[src/rtl/vga_sync_decoder.sv]
// Recovers pixel/line position, data enable and lock status from a VGA HS/VS stream.
// Optional ERR_CNT output (saturating loss-of-lock counter) is enabled by VGA_DEC_ERR_CNT_EN.
module vga_sync_decoder #(
  parameter int H_VIS      = 640,
  parameter int H_SYNC     = 96,
  parameter int H_BP       = 48,
  parameter int H_TOTAL    = 800,
  parameter int V_VIS      = 480,
  parameter int V_SYNC     = 2,
  parameter int V_BP       = 33,
  parameter int V_TOTAL    = 525,
  parameter int LOCK_LINES = 4
) (
  input  logic        PIX_CLK,
  input  logic        RST_N,
  input  logic        HS,
  input  logic        VS,
  output logic [9:0]  X,
  output logic [9:0]  Y,
  output logic        DE,
  output logic        LOCKED,
  output logic [10:0] LINE_LEN,
  output logic        ERR
`ifdef VGA_DEC_ERR_CNT_EN
  ,
  output logic [7:0]  ERR_CNT
`endif
);

  typedef enum logic [1:0] {SEARCH, ACQUIRE, HLOCK} hstate_e;

  localparam logic [10:0] H_TOTAL_L = 11'(H_TOTAL);
  localparam logic [10:0] H_START_L = 11'(H_SYNC + H_BP);
  localparam logic [10:0] H_END_L   = 11'(H_SYNC + H_BP + H_VIS);
  localparam logic [9:0]  V_START_L = 10'(V_SYNC + V_BP);
  localparam logic [9:0]  V_END_L   = 10'(V_SYNC + V_BP + V_VIS);
  localparam logic [7:0]  GOOD_LAST = 8'(LOCK_LINES - 1);

  hstate_e     state_q, state_d;
  logic        hs_dly_q, hs_dly_d, vs_dly_q, vs_dly_d;
  logic [10:0] h_cnt_q, h_cnt_d, len_q, len_d;
  logic [9:0]  v_cnt_q, v_cnt_d, x_q, x_d, y_q, y_d;
  logic [7:0]  good_q, good_d;
  logic        len_vld_q, len_vld_d, vs_pend_q, vs_pend_d;
  logic        vs_seen_q, vs_seen_d, vlock_q, vlock_d;
  logic        de_q, de_d, err_q, err_d;

  logic        hs_fall, vs_fall, frame_restart, vs_ok, h_timeout, len_good;
  logic        locked_now, locked_d, h_vis, v_vis;
  logic [10:0] h_inc;

  always_comb begin
    hs_fall       = hs_dly_q & ~HS;
    vs_fall       = vs_dly_q & ~VS;
    // A VS edge may land mid-line; the frame restarts on the next HS edge.
    frame_restart = hs_fall & (vs_fall | vs_pend_q);
    h_inc         = (h_cnt_q == 11'h7FF) ? h_cnt_q : h_cnt_q + 11'd1;
    len_good      = (h_inc == H_TOTAL_L);
    h_timeout     = ~hs_fall & (h_cnt_q == H_TOTAL_L - 11'd1);
    vs_ok         = ({1'b0, v_cnt_q} + 11'd1 == 11'(V_TOTAL));
    locked_now    = (state_q == HLOCK) & vlock_q;
    err_d         = locked_now & ((hs_fall & ~len_good) | h_timeout |
                                  (frame_restart & vs_seen_q & ~vs_ok));

    hs_dly_d  = HS;
    vs_dly_d  = VS;
    h_cnt_d   = hs_fall ? 11'd0 : h_inc;
    len_d     = len_q;
    len_vld_d = len_vld_q | hs_fall;
    if (hs_fall && len_vld_q) len_d = h_inc;

    v_cnt_d   = v_cnt_q;
    vs_pend_d = vs_pend_q | vs_fall;
    vs_seen_d = vs_seen_q | frame_restart;
    vlock_d   = vlock_q;
    if (hs_fall) begin
      vs_pend_d = 1'b0;
      v_cnt_d   = frame_restart ? 10'd0 : v_cnt_q + 10'd1;
    end
    if (frame_restart) vlock_d = vs_seen_q & vs_ok;

    state_d = state_q;
    good_d  = good_q;
    case (state_q)
      SEARCH: begin
        if (hs_fall) begin
          state_d = ACQUIRE;
          good_d  = 8'd0;
        end
      end
      ACQUIRE: begin
        if (hs_fall) begin
          if (!len_good) begin
            good_d = 8'd0;
          end else if (good_q == GOOD_LAST) begin
            state_d = HLOCK;
            good_d  = 8'd0;
          end else begin
            good_d = good_q + 8'd1;
          end
        end
      end
      HLOCK: begin
        // Horizontal timing breaking drops lock even before vertical lock exists.
        if ((hs_fall && !len_good) || h_timeout) state_d = SEARCH;
      end
      default: state_d = SEARCH;
    endcase
    if (err_d) begin
      state_d = SEARCH;
      good_d  = 8'd0;
      vlock_d = 1'b0;
    end

    locked_d = (state_d == HLOCK) & vlock_d;
    h_vis    = (h_cnt_q >= H_START_L) & (h_cnt_q < H_END_L);
    v_vis    = (v_cnt_q >= V_START_L) & (v_cnt_q < V_END_L);
    de_d     = locked_d & h_vis & v_vis;
    x_d      = de_d ? 10'(h_cnt_q - H_START_L) : 10'd0;
    y_d      = de_d ? (v_cnt_q - V_START_L) : 10'd0;
  end

  always_ff @(posedge PIX_CLK or negedge RST_N) begin
    if (!RST_N) begin
      state_q   <= SEARCH;
      hs_dly_q  <= 1'b1;
      vs_dly_q  <= 1'b1;
      h_cnt_q   <= 11'd0;
      len_q     <= 11'd0;
      len_vld_q <= 1'b0;
      v_cnt_q   <= 10'd0;
      vs_pend_q <= 1'b0;
      vs_seen_q <= 1'b0;
      vlock_q   <= 1'b0;
      good_q    <= 8'd0;
      de_q      <= 1'b0;
      x_q       <= 10'd0;
      y_q       <= 10'd0;
      err_q     <= 1'b0;
    end else begin
      state_q   <= state_d;
      hs_dly_q  <= hs_dly_d;
      vs_dly_q  <= vs_dly_d;
      h_cnt_q   <= h_cnt_d;
      len_q     <= len_d;
      len_vld_q <= len_vld_d;
      v_cnt_q   <= v_cnt_d;
      vs_pend_q <= vs_pend_d;
      vs_seen_q <= vs_seen_d;
      vlock_q   <= vlock_d;
      good_q    <= good_d;
      de_q      <= de_d;
      x_q       <= x_d;
      y_q       <= y_d;
      err_q     <= err_d;
    end
  end

  assign X        = x_q;
  assign Y        = y_q;
  assign DE       = de_q;
  assign LOCKED   = locked_now;
  assign LINE_LEN = len_q;
  assign ERR      = err_q;

`ifdef VGA_DEC_ERR_CNT_EN
  logic [7:0] err_cnt_q, err_cnt_d;

  always_comb begin
    err_cnt_d = err_cnt_q;
    if (err_d && err_cnt_q != 8'hFF) err_cnt_d = err_cnt_q + 8'd1;
  end

  always_ff @(posedge PIX_CLK or negedge RST_N) begin
    if (!RST_N) err_cnt_q <= 8'd0;
    else        err_cnt_q <= err_cnt_d;
  end

  assign ERR_CNT = err_cnt_q;
`endif

endmodule

[config.mk]
export PLATFORM = sky130hd
export DESIGN_NAME = vga_sync_decoder
export DESIGN_NICKNAME = d
export VERILOG_FILES = /design/src/rtl/vga_sync_decoder.sv
export SDC_FILE = /design/constraint.sdc
export NUM_CORES = 1
export LEC_CHECK = 0
export BUFFER_PORTS_ARGS = -buffer_cell sky130_fd_sc_hd__buf_2
export CAP_MARGIN = 20
export CORE_MARGIN = 2
export CORE_UTILIZATION = 59
export CTS_BUF_LIST = sky130_fd_sc_hd__clkbuf_8 sky130_fd_sc_hd__clkbuf_16
export CTS_CLUSTER_DIAMETER = 80
export DETAILED_ROUTE_END_ITERATION = 8
export PLACE_DENSITY_LB_ADDON = 0.25
export RECOVER_POWER = 50
export SLEW_MARGIN = 15
export SYNTH_ARGS = -nofsm -noshare
export SYNTH_HDL_FRONTEND = slang
export SYNTH_SLANG_ARGS = --single-unit
[constraint.sdc]
create_clock -name PIX_CLK -period 2.94 [get_ports PIX_CLK]
set_input_delay 0.294 -clock PIX_CLK [delete_from_list [all_inputs] [get_ports PIX_CLK]]
set_output_delay 0.294 -clock PIX_CLK [all_outputs]
set_load 0.1 [all_outputs]
; Word level (Yosys, flattened, before mapping)
; Cells that the tools add are included.
[totals]
register_bits = 70
in_bits = 4
[classes]
bitwise_logic = 25
n_lt_le_gt_ge = 4
n_addsub = 6
n_mux = 21
reduce_logical = 7
n_eq_ne = 10
[ops]
columns = cell, n
row1 = 2-to-1 mux 8 bit, 5
row2 = "== test 11 x 10 -> 1 bit, second input constant", 3
row3 = 2-to-1 mux 10 bit, 3
row4 = 2-to-1 mux 11 bit, 2
row5 = one-hot mux 8 bit (2 select lines), 1
row6 = AND 1 bit, 15
row7 = 2-to-1 mux 2 bit, 6
row8 = "adder 10 x 1 -> 11 bit, second input constant", 1
row9 = "adder 11 x 1 -> 11 bit, second input constant", 1
row10 = "== test 11 bit, second input constant", 1
row11 = ">= comparator 11 x 8 -> 1 bit, second input constant", 1
row12 = "< comparator 11 x 10 -> 1 bit, second input constant", 1
row13 = "adder 10 x 1 -> 10 bit, second input constant", 1
row14 = ">= comparator 10 x 6 -> 1 bit, second input constant", 1
row15 = "< comparator 10 bit, second input constant", 1
row16 = "subtractor 10 x 6 -> 10 bit, second input constant", 1
row17 = "subtractor 10 x 8 -> 10 bit, second input constant", 1
row18 = "adder 8 x 1 -> 8 bit, second input constant", 1
row19 = "== test 8 x 2 -> 1 bit, second input constant", 1
row20 = "!= test 3 bit, second input constant", 2
row21 = one-hot mux 2 bit (3 select lines), 1
row22 = NOT 1 bit, 5
row23 = OR 1 bit, 5
row24 = "== test 2 bit, second input constant", 2
row25 = other kinds (8), 11

; Longest topological paths before layout
[depth]
word_depth = 14
depth_mapped = 9
depth_no_buf = 8

; Worst setup path after synthesis
; OpenSTA, ideal clock, no wires.
[synth_path]
path_type = register -> register
from = reg state_q[0]
to = reg good_q[2]
required_ns = 2.803
arrival_ns = 2.425
setup_ns = 0.137
path_stages_with_launch = 6
setup_slack_ns = 0.378
path_cell_list = dfrtp_1 > nand2b_1 > nor2_1 > nand2_1 > a21oi_2 > nor4_1
[synth_via]
elab_chain_cells = 5
elab_cells_between_ends = 11
[synth_lines]
columns = item, line_no
row1 = start: declaration, 39  ; hstate_e state_q, state_d;
row2 = start signal: assignment, 141  ; state_q <= state_d;
row3 = == test 2 bit (*), 61  ; locked_now = (state_q == HLOCK) & vlock_q;
row4 = AND 1 bit (*), 61
row5 = via LOCKED, 21  ; output logic LOCKED,
row6 = AND 1 bit (*), 62  ; err_d = locked_now & ((hs_fall & ~len_good) | h_timeout |
row7 = != test 3 bit (no source line) / nonzero test 3 bit (equally long branches), -
row8 = AND reduction 3 bit (no source line), -
row9 = end signal: assignment, 151  ; good_q <= good_d;
row10 = end: declaration, 43  ; logic [7:0] good_q, good_d;
; Mark *: on every way through the listed nets, which the timed path passes. The rest lies on a longest branch.
; A chain may end at the register's enable or synchronous reset.

; Worst setup path after layout
[layout_path]
from = reg v_cnt_q[1]
to = reg y_q[5], in the netlist Y[5]
[layout_via]
elab_chain_cells = 12
elab_cells_between_ends = 19
[layout_lines]
columns = item, line_no
row1 = start: declaration, 42  ; logic [9:0] v_cnt_q, v_cnt_d, x_q, x_d, y_q, y_d;
row2 = start signal: assignment, 147  ; v_cnt_q <= v_cnt_d;
row3 = adder 10 x 1 -> 11 bit, 60  ; vs_ok = ({1'b0, v_cnt_q} + 11'd1 == 11'(V_TOTAL));
row4 = == test 11 x 10 -> 1 bit, 60
row5 = NOT 1 bit, 63  ; (frame_restart & vs_seen_q & ~vs_ok));
row6 = AND 1 bit, 63
row7 = OR 1 bit, 62
row8 = AND 1 bit, 62
row9 = 2-to-1 mux 2 bit, 109  ; if (err_d) begin
row10 = == test 2 bit, 115  ; locked_d = (state_d == HLOCK) & vlock_d;
row11 = AND 1 bit, 115
row12 = AND 1 bit (2 in series), 118  ; de_d = locked_d & h_vis & v_vis;
row13 = 2-to-1 mux 10 bit (*), 120  ; y_d = de_d ? (v_cnt_q - V_START_L) : 10'd0;
row14 = via y_d[5], 42
row15 = end signal: assignment, 154  ; y_q <= y_d;
row16 = end: declaration, 42
; Marked as above.

==> qor.csv <==
metric;value;unit
initial_core_util;61.4;%
finalMaxSlewViolations;31;
drt_wl_total;7840;um
portBuffers;37;
timing_worst_slew_pin_value;1.60;ns
post_synthesis_xor_xnor_area_fraction;5.51;%
detail-route-antenna-nets;0;
worst-endpoint-required;3.17;ns
setup_tns;0;ns
fmaxAchievable;0.365;GHz
power.leakage;1.77;nW
gp_congestion;0.878;
grt_setup_unrepaired;false;
via_count_of_the_first_global_routing_pass;2650;
grt_start_max_net_pins;31;
yosys_warnings;0;
setup_viol;0;
synth.cell_area;0.00366;mm2
postSynth.topFlopCell;dfrtp_1;
cts_inserted_buffers;9;
synth_area_in_compound_gates;12.7;%
worst_hold_path_type;input pin to register;
syn-instance-count;370;
initial_antenna_violation_count;0;
vias;2873;
r2r_setup_slack;0.20;ns
globalRouteTotalUtil;25.5;%
synth_mux_area_share;0.889;%
synth-async-reset-ratio;100;%
pwr_density_cell;620;mW/mm2
clock_sink_count;70;
synth_fa_ha_area_share;2.74;%
area.growth.synth_to_final;12.6;%
cts_root_buffer;clkbuf_8;
floorplan.die.width;82.7;um
area_of_combinational_cells_with_multiple_inputs;0.00173;mm2
ctsHtreeMaxLevel;3;
sequential_cell_area_in_the_final_layout;0.00175;mm2
grt_remaining_overflow;0;
hpwlAfterDp;5480;um
floorplan.die_area;0.00684;mm2
design.portCount;38;
placementRows;28;
cp-end-kind;register;
synth.net_count;382;
leading_cell_type_in_the_layout_fill_and_taps_excluded;dfrtp_1;
fill_cells;477;
mean_post_synth_cell_area;9.88;um2
cts.clk_slew.worst_paths;0.08;ns
cts.path.max_buffers;2;
fin_nets;416;
detailedRoute.firstIterationViolations;161;
register_bit_total_from_synthesis;70;
hold_violations;0;
min_period;2.74;ns
max_slew_margin;-6.78;%
vias_per_cell;5.94;
run_status;finished, violations left;
timing.critical_path.fanout_max;21;
ir_drop_worst_case_vdd;437;uV
drt-pass1-iter-count;4;
clk_latency;0.34;ns
drv.max_cap_violation_count;1;
yosysSeqAreaShare;48.0;%
top_library_cells_by_usage_in_the_layout_fill_and_taps_aside;68 x dfrtp_1, 38 x nand2_1, 36 x clkbuf_1, 30 x o21ai_0, 27 x nor2_1;
synth_top_family_by_area;simple AND/OR/NAND/NOR gates;
period_share;93.1;%
grt_first_pass_wirelength;13000;um
violations_in_the_final_reports;capacitance limit, slew limit;
finalClockSkew;0.00863;ns
drive_above_1_share;15.9;%
drc_errors;0;
tritoncts;yes;
die_y;82.7;um
p_total;0.00255;W
coreArea;0.00596;mm2
type_of_element_launching_the_critical_path;register;
antenna_cells;0;
synth_enable_flop_cells;0;
wire_per_inst;16.2;um
path_type_of_the_worst_setup_path;register to register;
cts_setup_buffers;0;
crit_arrival;2.96;ns
yosys.area_share.simple;25.4;%
synth_cell_types;56;
-- cells in the mapped netlist, drive strengths merged (2+ instances only) --
cell type	n	share of area [%]
dfrtp	68	47
nand2	38	3.9
o21ai	30	4.1
nor2	27	2.8
nor3	18	4.2
buf	17	2.8
nor4	15	3.4
xnor2	15	3.6
a21oi	14	2.0
nand4	12	2.1
inv	11	1.1
nand3	10	1.4
clkbuf	9	0.92
and3	8	1.4
ha	8	2.7
xor2	8	1.9
nand2b	7	1.4
nor3b	7	2.0
o31ai	5	1.0
a31oi	4	0.86
nor2b	4	0.68
and2	3	0.55
o41ai	3	0.72
a211oi	2	0.41
a21boi	2	0.41
a21o	2	0.41
a31o	2	0.48
and4	2	0.55
dfstp	2	1.4
mux2	2	0.62
-- per-layer routing --
layer | global-route usage [%] | vias to the layer above | part of all wire [%]
li1 | - | 1382 | -
met1 | 35.4 | 1400 | 46
met2 | 40.4 | 78 | 48
met3 | 4.67 | 13 | 4.8
met4 | 8.85 | 0 | 1.6
met5 | 0 | - | 0
-- critical path, stage by stage (launching register included) --
cell	delay [ns]
dfrtp_1	0.45
ha_2	0.25
xnor2_1	0.18
nor4b_1	0.38
nand4_1	0.22
o41a_1	0.45
nand2b_4	0.31
nor4_1	0.37
-- per-stage QoR --
| stage | cells | cell area (um2) | worst slack, ns | hold slack, ns | util [%] |
|---|---|---|---|---|---|
| after global routing | 484 | 4120 | 0.0325 | 0.0499 | 69.1 |
| after detailed placement | 467 | 3880 | 0.0746 | 0.362 | 65.2 |
| after global placement | 467 | 3880 | 0.231 | 0.351 | 65.2 |
| after CTS | 484 | 4170 | 0.0558 | 0.0584 | 69.9 |
| after floorplan | 370 | 3660 | 0.378 | -0.00159 | - |
| final | 484 | 4120 | 0.204 | 0.0565 | 69.1 |
-- power by group --
| part | internal (W) | leakage, nW | switching [W] |
|---|---|---|---|
| combinational | 0.0000961 | 0.698 | 0.000335 |
| sequential | 0.00102 | 0.941 | 0.0000681 |
| clock | 0.000671 | 0.132 | 0.000366 |
| total | 0.00178 | 1.77 | 0.000769 |
-- cell families (layout without fill, tap and decap cells) --
logic type      count (synthesis)  count (layout)
fa+ha+maj                       8               8
compound gates                 73              73
simple gates                  156             156
buf+inv                        37              76
xor+xnor                       23              23
mux                             3               3
flops                          70              70
-- cell type report --
type | instances | share of cell area [%]
multi-input cells | 263 | 42.0
repair buffers | 49 | 5.53
clock buffers | 10 | 3.34
flip-flops and latches | 70 | 42.6
inverters | 11 | 1.00
clock inverters | 6 | 3.22
well taps | 75 | 2.28
-- registers in the layout, summed over array words and instances, names as in the netlist, 2 cells and up --
signal / flops
Y: 10
h_cnt_q: 11
LINE_LEN: 11
v_cnt_q: 10
state_q: 2
X: 10
good_q: 8
-- final timing paths --
check | end | from | cells past startpoint
max | Y[5] | v_cnt_q[1] | 7
min reg2reg | len_vld_q | len_vld_q | 1
min in group asynchronous | Y[2] | RST_N | 2
max reg2reg | Y[5] | v_cnt_q[1] | 7
min | hs_dly_q | HS | 1
max in group asynchronous | LINE_LEN[10] | RST_N | 3
-- timing repair --
item,4_1_cts,5_1_grt
gates resized for setup,0,1
hold buffers,1,0
setup endpoints to repair,0,1
endpoints found under the hold margin,7,0
(Power assumes the default switching activity.)
